**config.mk**
```make
export PLATFORM = sky130hd
export DESIGN_NAME = inv_mix_columns_seq
export DESIGN_NICKNAME = d
export VERILOG_FILES = /design/src/rtl/inv_mix_columns_seq.sv
export SDC_FILE = /design/constraint.sdc
export NUM_CORES = 1
export LEC_CHECK = 0
export BUFFER_PORTS_ARGS = -buffer_cell sky130_fd_sc_hd__buf_2
export CAP_MARGIN = 25
export CORE_MARGIN = 2
export CORE_UTILIZATION = 38
export CTS_BUF_LIST = sky130_fd_sc_hd__clkbuf_16
export DETAILED_ROUTE_END_ITERATION = 12
export MAX_ROUTING_LAYER = met4
export PLACE_DENSITY = 0.6
export SETUP_SLACK_MARGIN = 0.05
export SYNTH_ARGS = -nofsm -noshare
export SYNTH_HDL_FRONTEND = slang
export SYNTH_SLANG_ARGS = --single-unit
```
**constraint.sdc**
```tcl
create_clock -name clk -period 4.4 [get_ports clk]
set_clock_uncertainty 0.1 [all_clocks]
set_input_delay 0.88 -clock clk [delete_from_list [all_inputs] [get_ports clk]]
set_output_delay 0.88 -clock clk [all_outputs]
set_load 0.02 [all_outputs]
```
**src/rtl/inv_mix_columns_seq.sv**
```systemverilog
// AES InvMixColumns with a valid/ready handshake: one shared column datapath over 4 cycles.
// Define INV_MIX_PARALLEL_EN to transform all four columns in a single BUSY cycle.
module inv_mix_columns_seq (
  input  logic         clk,
  input  logic         rst,
  input  logic         en,
  input  logic         in_valid,
  output logic         in_ready,
  input  logic [127:0] inv_mixcolumns_i,
  output logic         out_valid,
  input  logic         out_ready,
  output logic [127:0] inv_mixcolumns_o
);

  typedef enum logic [1:0] {
    IDLE = 2'd0,
    BUSY = 2'd1,
    DONE = 2'd2
  } state_t;

  state_t       state;
  state_t       state_n;
  logic [1:0]   col;
  logic [127:0] data_q;
  logic [127:0] out_q;
  logic [127:0] out_n;
  logic         clr;

  function automatic logic [7:0] xt(input logic [7:0] a);
    return {a[6:0], 1'b0} ^ (a[7] ? 8'h1b : 8'h00);
  endfunction

  // Column word: row r lives at bits [8r+7:8r].
  function automatic logic [31:0] inv_col(input logic [31:0] s);
    logic [7:0] x1 [4];
    logic [7:0] x2 [4];
    logic [7:0] x4 [4];
    logic [7:0] x8 [4];
    logic [7:0] m9 [4];
    logic [7:0] mb [4];
    logic [7:0] md [4];
    logic [7:0] me [4];
    logic [31:0] o;
    o = '0;
    for (int r = 0; r < 4; r++) begin
      x1[r] = s[8*r +: 8];
      x2[r] = xt(x1[r]);
      x4[r] = xt(x2[r]);
      x8[r] = xt(x4[r]);
      m9[r] = x8[r] ^ x1[r];
      mb[r] = x8[r] ^ x2[r] ^ x1[r];
      md[r] = x8[r] ^ x4[r] ^ x1[r];
      me[r] = x8[r] ^ x4[r] ^ x2[r];
    end
    for (int r = 0; r < 4; r++) begin
      o[8*r +: 8] = me[r] ^ mb[(r+1)%4]
                  ^ md[(r+2)%4] ^ m9[(r+3)%4];
    end
    return o;
  endfunction

  function automatic logic [31:0] get_col(
    input logic [127:0] d,
    input int           c
  );
    logic [31:0] v;
    v = '0;
    for (int r = 0; r < 4; r++) begin
      v[8*r +: 8] = d[8*(c+4*r) +: 8];
    end
    return v;
  endfunction

  assign clr       = rst | ~en;
  assign in_ready  = (state == IDLE);
  assign out_valid = (state == DONE);
  assign inv_mixcolumns_o = out_q;

`ifdef INV_MIX_PARALLEL_EN
  always_comb begin
    out_n = '0;
    for (int c = 0; c < 4; c++) begin
      logic [31:0] res;
      res = inv_col(get_col(data_q, c));
      for (int r = 0; r < 4; r++) begin
        out_n[8*(c+4*r) +: 8] = res[8*r +: 8];
      end
    end
  end
`else
  logic [31:0] col_res;

  assign col_res = inv_col(get_col(data_q, int'(col)));

  // Only the selected column changes; the others keep their bytes.
  always_comb begin
    out_n = out_q;
    for (int r = 0; r < 4; r++) begin
      out_n[8*(int'(col)+4*r) +: 8] = col_res[8*r +: 8];
    end
  end
`endif

  always_comb begin
    state_n = state;
    unique case (1'b1)
      state == IDLE: begin
        if (in_valid) state_n = BUSY;
      end
      state == BUSY: begin
`ifdef INV_MIX_PARALLEL_EN
        state_n = DONE;
`else
        if (col == 2'd3) state_n = DONE;
`endif
      end
      state == DONE: begin
        if (out_ready) state_n = IDLE;
      end
      default: state_n = IDLE;
    endcase
  end

  always_ff @(posedge clk) begin
    if (clr) state <= IDLE;
    else     state <= state_n;
  end

  always_ff @(posedge clk) begin
    if (clr) begin
      col    <= 2'd0;
      data_q <= '0;
      out_q  <= '0;
    end else begin
      unique case (1'b1)
        state == IDLE: begin
          if (in_valid) begin
            data_q <= inv_mixcolumns_i;
            col    <= 2'd0;
          end
        end
        state == BUSY: begin
          out_q <= out_n;
          col   <= col + 2'd1;
        end
        default: ;
      endcase
    end
  end

endmodule

```
# == After elaboration in Yosys (flattened, before gate mapping) ==
# Cells that the tools add are included.
# Widths: inputs -> output; s select.
# word_totals
latch_bits,0
ram_bits,0
inputBits,133
output_inout_bits,130
n_memories,0
ff_bits,260
mem_bits_ro,0
# classes
n_eq_ne,6
n_bitwise,50
n_addsub,8
order_cmp,0
mul,0
shift,12
div_mod_pow,0
n_reduce_logical,5
n_mux,22
# op_table
operator,n
$bwmux 128,4
$shift 8x33->128 const A,4
$shiftx 8x33->128,4
$shiftx 128x32->8,3
$xor 8x8->8,36
$shiftx 128x6->8,1
$xor 8x5->8,12
$neg 8->33,2
$mux 5,12
$neg 5->33,1
$neg 7->33,1
$add 2x4->5 const B,2
$mux 2,4
$pmux 2 s3,1
$add 2x3->4 const B,1
$eq 2x2->1 const B,2
$ne 2x1->1 const B,2
$pmux 2 s2,1
$reduce_and 2->1,2
$reduce_and 3->1,1
$add 2x1->2 const B,1
$eq 2x1->1 const B,1
$logic_not 2->1,1
$ne 2x2->1 const B,1
3 further kinds,3

# == Depth between registers and ports, before layout ==
# logic_depth
ltp_word,18
mapped_depth,13
mapped_depth_nobuf,8

# == Least setup slack after synthesis ==
# OpenSTA, ideal clock, no wires.
# synth_timing
path_kind,register to register
start,reg col[0]
end,"reg out_q[84], in the netlist inv_mixcolumns_o[84]"
slack_ns,1.038
t_arrival_ns,3.140
setup_time_ns,0.122
required_time_ns,4.178
period_less_slack_ns,3.362
stages_incl_launch_ff,10
path_cell_list,dfxtp_1 buf_6 mux4_1 buf_6 xor2_1 xnor3_1 xor2_2 xnor3_2 a221oi_1 nor2_1
# synth_between
elab_chain_len,16
# synth_rtl
item,line,rtl
from (decl),23,logic [1:0] col;
from (signal assigned),144,col <= col + 2'd1;
$add 2x3->4,"69, 99",
$shiftx 128x32->8,69,v[8*r +: 8] = d[8*(c+4*r) +: 8];
$xor 8x5->8 / $mux 5 (equally long branches) (2 in a row),30,"return {a[6:0], 1'b0} ^ (a[7] ? 8'h1b : 8'h00);"
$mux 5 / $xor 8x5->8 (equally long branches),30,
$xor 8x5->8,30,
$xor 8x8->8 (2 in a row),51,mb[r] = x8[r] ^ x2[r] ^ x1[r];
$xor 8x8->8,56,o[8*r +: 8] = me[r] ^ mb[(r+1)%4]
$xor 8x8->8 (2 in a row),57,^ md[(r+2)%4] ^ m9[(r+3)%4];
$shiftx 8x33->128,99,out_n[8*(int'(col)+4*r) +: 8] = col_res[8*r +: 8];
$bwmux 128 (3 in a row),99,
$bwmux 128 (*),99,
to (signal assigned),143,out_q <= out_n;
to (decl),25,logic [127:0] out_q;
# Mark *: on every way between the ends. The rest lies on a longest branch, timed or not.
# A chain may end at the register's enable or synchronous reset.

# == Worst setup path after layout ==
# layout_timing
start,reg col[0]
end,"reg out_q[61], in the netlist inv_mixcolumns_o[61]"
# Same word-level chain as after synthesis.

==> summary.md <==
| Metric | Value |
|---|---|
| Crit Path Max Fanout | `22` |
| Hold_buf cts | `0` |
| Setup Fix Bufs, Post-CTS | `0` |
| Critical path required time | `4780 ps` |
| Synth Cell Area | `12600 um2` |
| CP startpoint kind | `flop` |
| Most used DFF post-synth | `dfxtp_1` |
| Initial drt markers | `886` |
| Io pins | `263` |
| # DRC | `0` |
| Final hold slack | `351 ps` |
| # nets final | `1711` |
| Post-route clock period utilization | `89.5%` |
| Total clock sinks | `260` |
| Power Dens Cells | `415 nW/um2` |
| Final Hold Viols | `0` |
| Crit Path Class | `reg -> reg` |
| Core area | `32600 um2` |
| Num CTS Buffers | `28` |
| Post-CTS resize count | `0` |
| Crit path cell chain | `mux4_1 -> xnor3_2 -> xnor3_2 -> xnor2_1 -> xor2_1 -> a21oi_1 -> a21oi_1` |
| Synth area leaders | `dfxtp_1 (41%), nand2_1 (8.4%), a21oi_1 (6.6%)` |
| Pre-Repair DR Iteration Count | `5` |
| Worst Hold Class | `reg -> reg` |
| Max Cap Violations | `0` |
| Outcome | `finished, final reports clean` |
| Bufs on Longest Clock Path | `3` |
| Initial antenna violation count | `0` |
| Most common cell after layout, fill and taps aside | `nand2_1` |
| Buf/Inv on CP | `0` |
| Antenna cells | `0` |
| DIE AREA | `34700 um2` |
| Vias in the first global route | `10292` |
| Clk slew on worst S/H paths | `60 ps` |
| Reg2Reg Depth | `7` |
| Synth warn | `0` |
| Finished Layout Cells | `2033` |
| Final setup violation count | `0` |
| Worst-Margin Slew | `934 ps` |
| Clock Latency Late Sink | `between 500 and 600 ps` |
| Initial Util | `38.7%` |
| Worst Hold Endpoint | `data_q[123]` |
| Via Count | `approximately 11000` |
| Most frequent cells in the layout | `nand2_1 (282), buf_2 (262), dfxtp_1 (258)` |
| Die extent in x | `186 um` |
| IO buf count | `262` |
| Slew headroom | `a little under two fifths` |
| H-tree depth | `1` |
| Synth area leader | `dfxtp_1` |
| Crit path time final | `3940 ps` |
| Post-synth top area share | `41.3%` |
| GRT overflow | `0` |
| Power, Total | `6.35 mW` |
| Number of cells after detailed placement | `just under 2000` |
| RSZ-0062 raised after global routing | `false` |
| Vias per inst | `around 5.3` |
| Critical Path AT | `4310 ps` |
| R2r endpoint | `inv_mixcolumns_o[61]` |
| Cells after Synth | `around 1400` |
| Core Util, Final | `46.9%` |
| Post-synth ARST share | `0%` |
| Syn nets | `1495` |
| Final HPWL DP | `roughly 28000 um` |
| Design area | `15300 um2` |
| Placed instance area | `14300 um2` |
| Routability congestion estimate from global placement | `0.912` |
| All-Layer GR Usage | `approximately 23%` |
| Post-Route WL | `between 30000 and 40000 um` |
| R2R Setup Slk | `460 ps` |
| Row count | `66` |
| Setup WS post-layout | `464 ps` |
| Seq cells post-synth | `260` |
| Synth unique cells | `45` |
| CP Capture Type | `flop` |
| Area growth from synthesis to final layout | `21.2%` |
| Die height | `186 um` |
| Hold Startpoint | `data_q[123]` |
| Lkg Pwr | `6.33 nW` |
| Setup crit start | `col[0]` |
| Worst Hold Path Cells | `2` |
| Synth Area per Inst | `about 9.3 um2` |
| Peak VDD IR | `0.000260 V` |
| CTS root buffer | `clkbuf_16` |
| Largest net degree at the start of global routing | `102` |
| Delay of the slowest critical-path stage | `830 ps` |
| Post-synth EDFFs | `0` |
| Sequential share of the synthesized area | `41.3%` |
| CTS tree | `yes` |
| Slowest CP cell | `mux4_1` |
| Layout cell share with drive strength beyond 1 | `25.2%` |
| Remaining antenna violation count | `0` |
| Fmax | `254 MHz` |
| Pre-CTS setup slack | `480 ps` |
| CP delay by family, top | `XOR/XNOR gates` |
| First-pass GRT wire length | `59900 um` |
| Setup_tns | `0 ps` |
| R2R Path Start | `col[0]` |
| Final Slew Violations | `0` |
| Per-cell routed wire length | `19.4 um` |
==> sequential cells by signal (all words and copies together) (netlist names) <==
register          flops
col                   2
data_q              128
state                 2
inv_mixcolumns_o    128
==> power breakdown <==
group	switching, mW	internal (mW)
clock	0.990	1.54
combinational	0.883	0.509
sequential	0.0275	2.40
==> worst max path at each step <==
stage,cells after the start,slack [ps],endpoint
CTS,7,460,inv_mixcolumns_o[53]
finish,7,460,inv_mixcolumns_o[61]
global placement,7,510,inv_mixcolumns_o[53]
floorplan,9,1040,inv_mixcolumns_o[84]
global route,8,260,inv_mixcolumns_o[53]
detailed placement,7,480,inv_mixcolumns_o[53]
==> logic make-up after synthesis <==
group                    Yosys count  synth area share [%]
buffers and inverters            118                  4.30
XOR/XNOR                         172                  18.4
multiplexers                      34                  6.02
AND/OR/NAND/NOR                  452                  14.3
adder cells (fa/ha/maj)            8                 0.793
flip-flops                       260                  41.3
AO/OA/AOI/OAI                    310                  15.0
==> per-layer routing <==
metal | GRT usage (%) | part of all wire, % | vias to the layer above
li1 | - | - | 5104
met1 | 31.8 | 45 | 5077
met2 | 36.1 | 45 | 429
met3 | 3.31 | 7.6 | 64
met4 | 5.73 | 2.3 | 0
met5 | - | 0 | -
==> cells in the mapped netlist (3+ instances only) <==
| master | number |
|---|---|
| a32o_1 | 5 |
| buf_2 | 8 |
| mux4_1 | 5 |
| a221oi_1 | 25 |
| and2_1 | 9 |
| xnor2_2 | 15 |
| nor3_1 | 15 |
| xnor2_4 | 3 |
| nor2b_1 | 4 |
| clkbuf_1 | 86 |
| nand2_1 | 283 |
| o221ai_1 | 3 |
| xnor3_1 | 30 |
| xor2_1 | 29 |
| a32oi_1 | 4 |
| buf_4 | 3 |
| nand3_1 | 16 |
| xnor2_1 | 79 |
| a211oi_1 | 3 |
| mux4_2 | 27 |
| buf_8 | 3 |
| o21ai_0 | 31 |
| dfxtp_1 | 260 |
| nand4_1 | 5 |
| a22oi_1 | 68 |
| a21oi_1 | 167 |
| nor2_1 | 114 |
| inv_1 | 5 |
| xnor3_2 | 6 |
| ha_1 | 8 |
| buf_1 | 6 |
| buf_6 | 6 |
| xor3_1 | 6 |
==> worst reg2reg max path, cell delays in order, from the launching register on <==
cell,delay (ps)
dfxtp_4,610
mux4_1,830
xnor3_2,500
xnor3_2,500
xnor2_1,250
xor2_1,750
a21oi_1,150
a21oi_1,170
==> area by class of cell <==
cell class / instances / area [um2]
tap: 442 / 553
multi-input combinational: 976 / 6890
timing repair buffer: 298 / 1630
clock inverter: 22 / 256
clock buffer: 29 / 726
inverter: 6 / 22.5
sequential: 260 / 5210
fill: 3179 / 17300
Power figures use the tool's default switching activity.
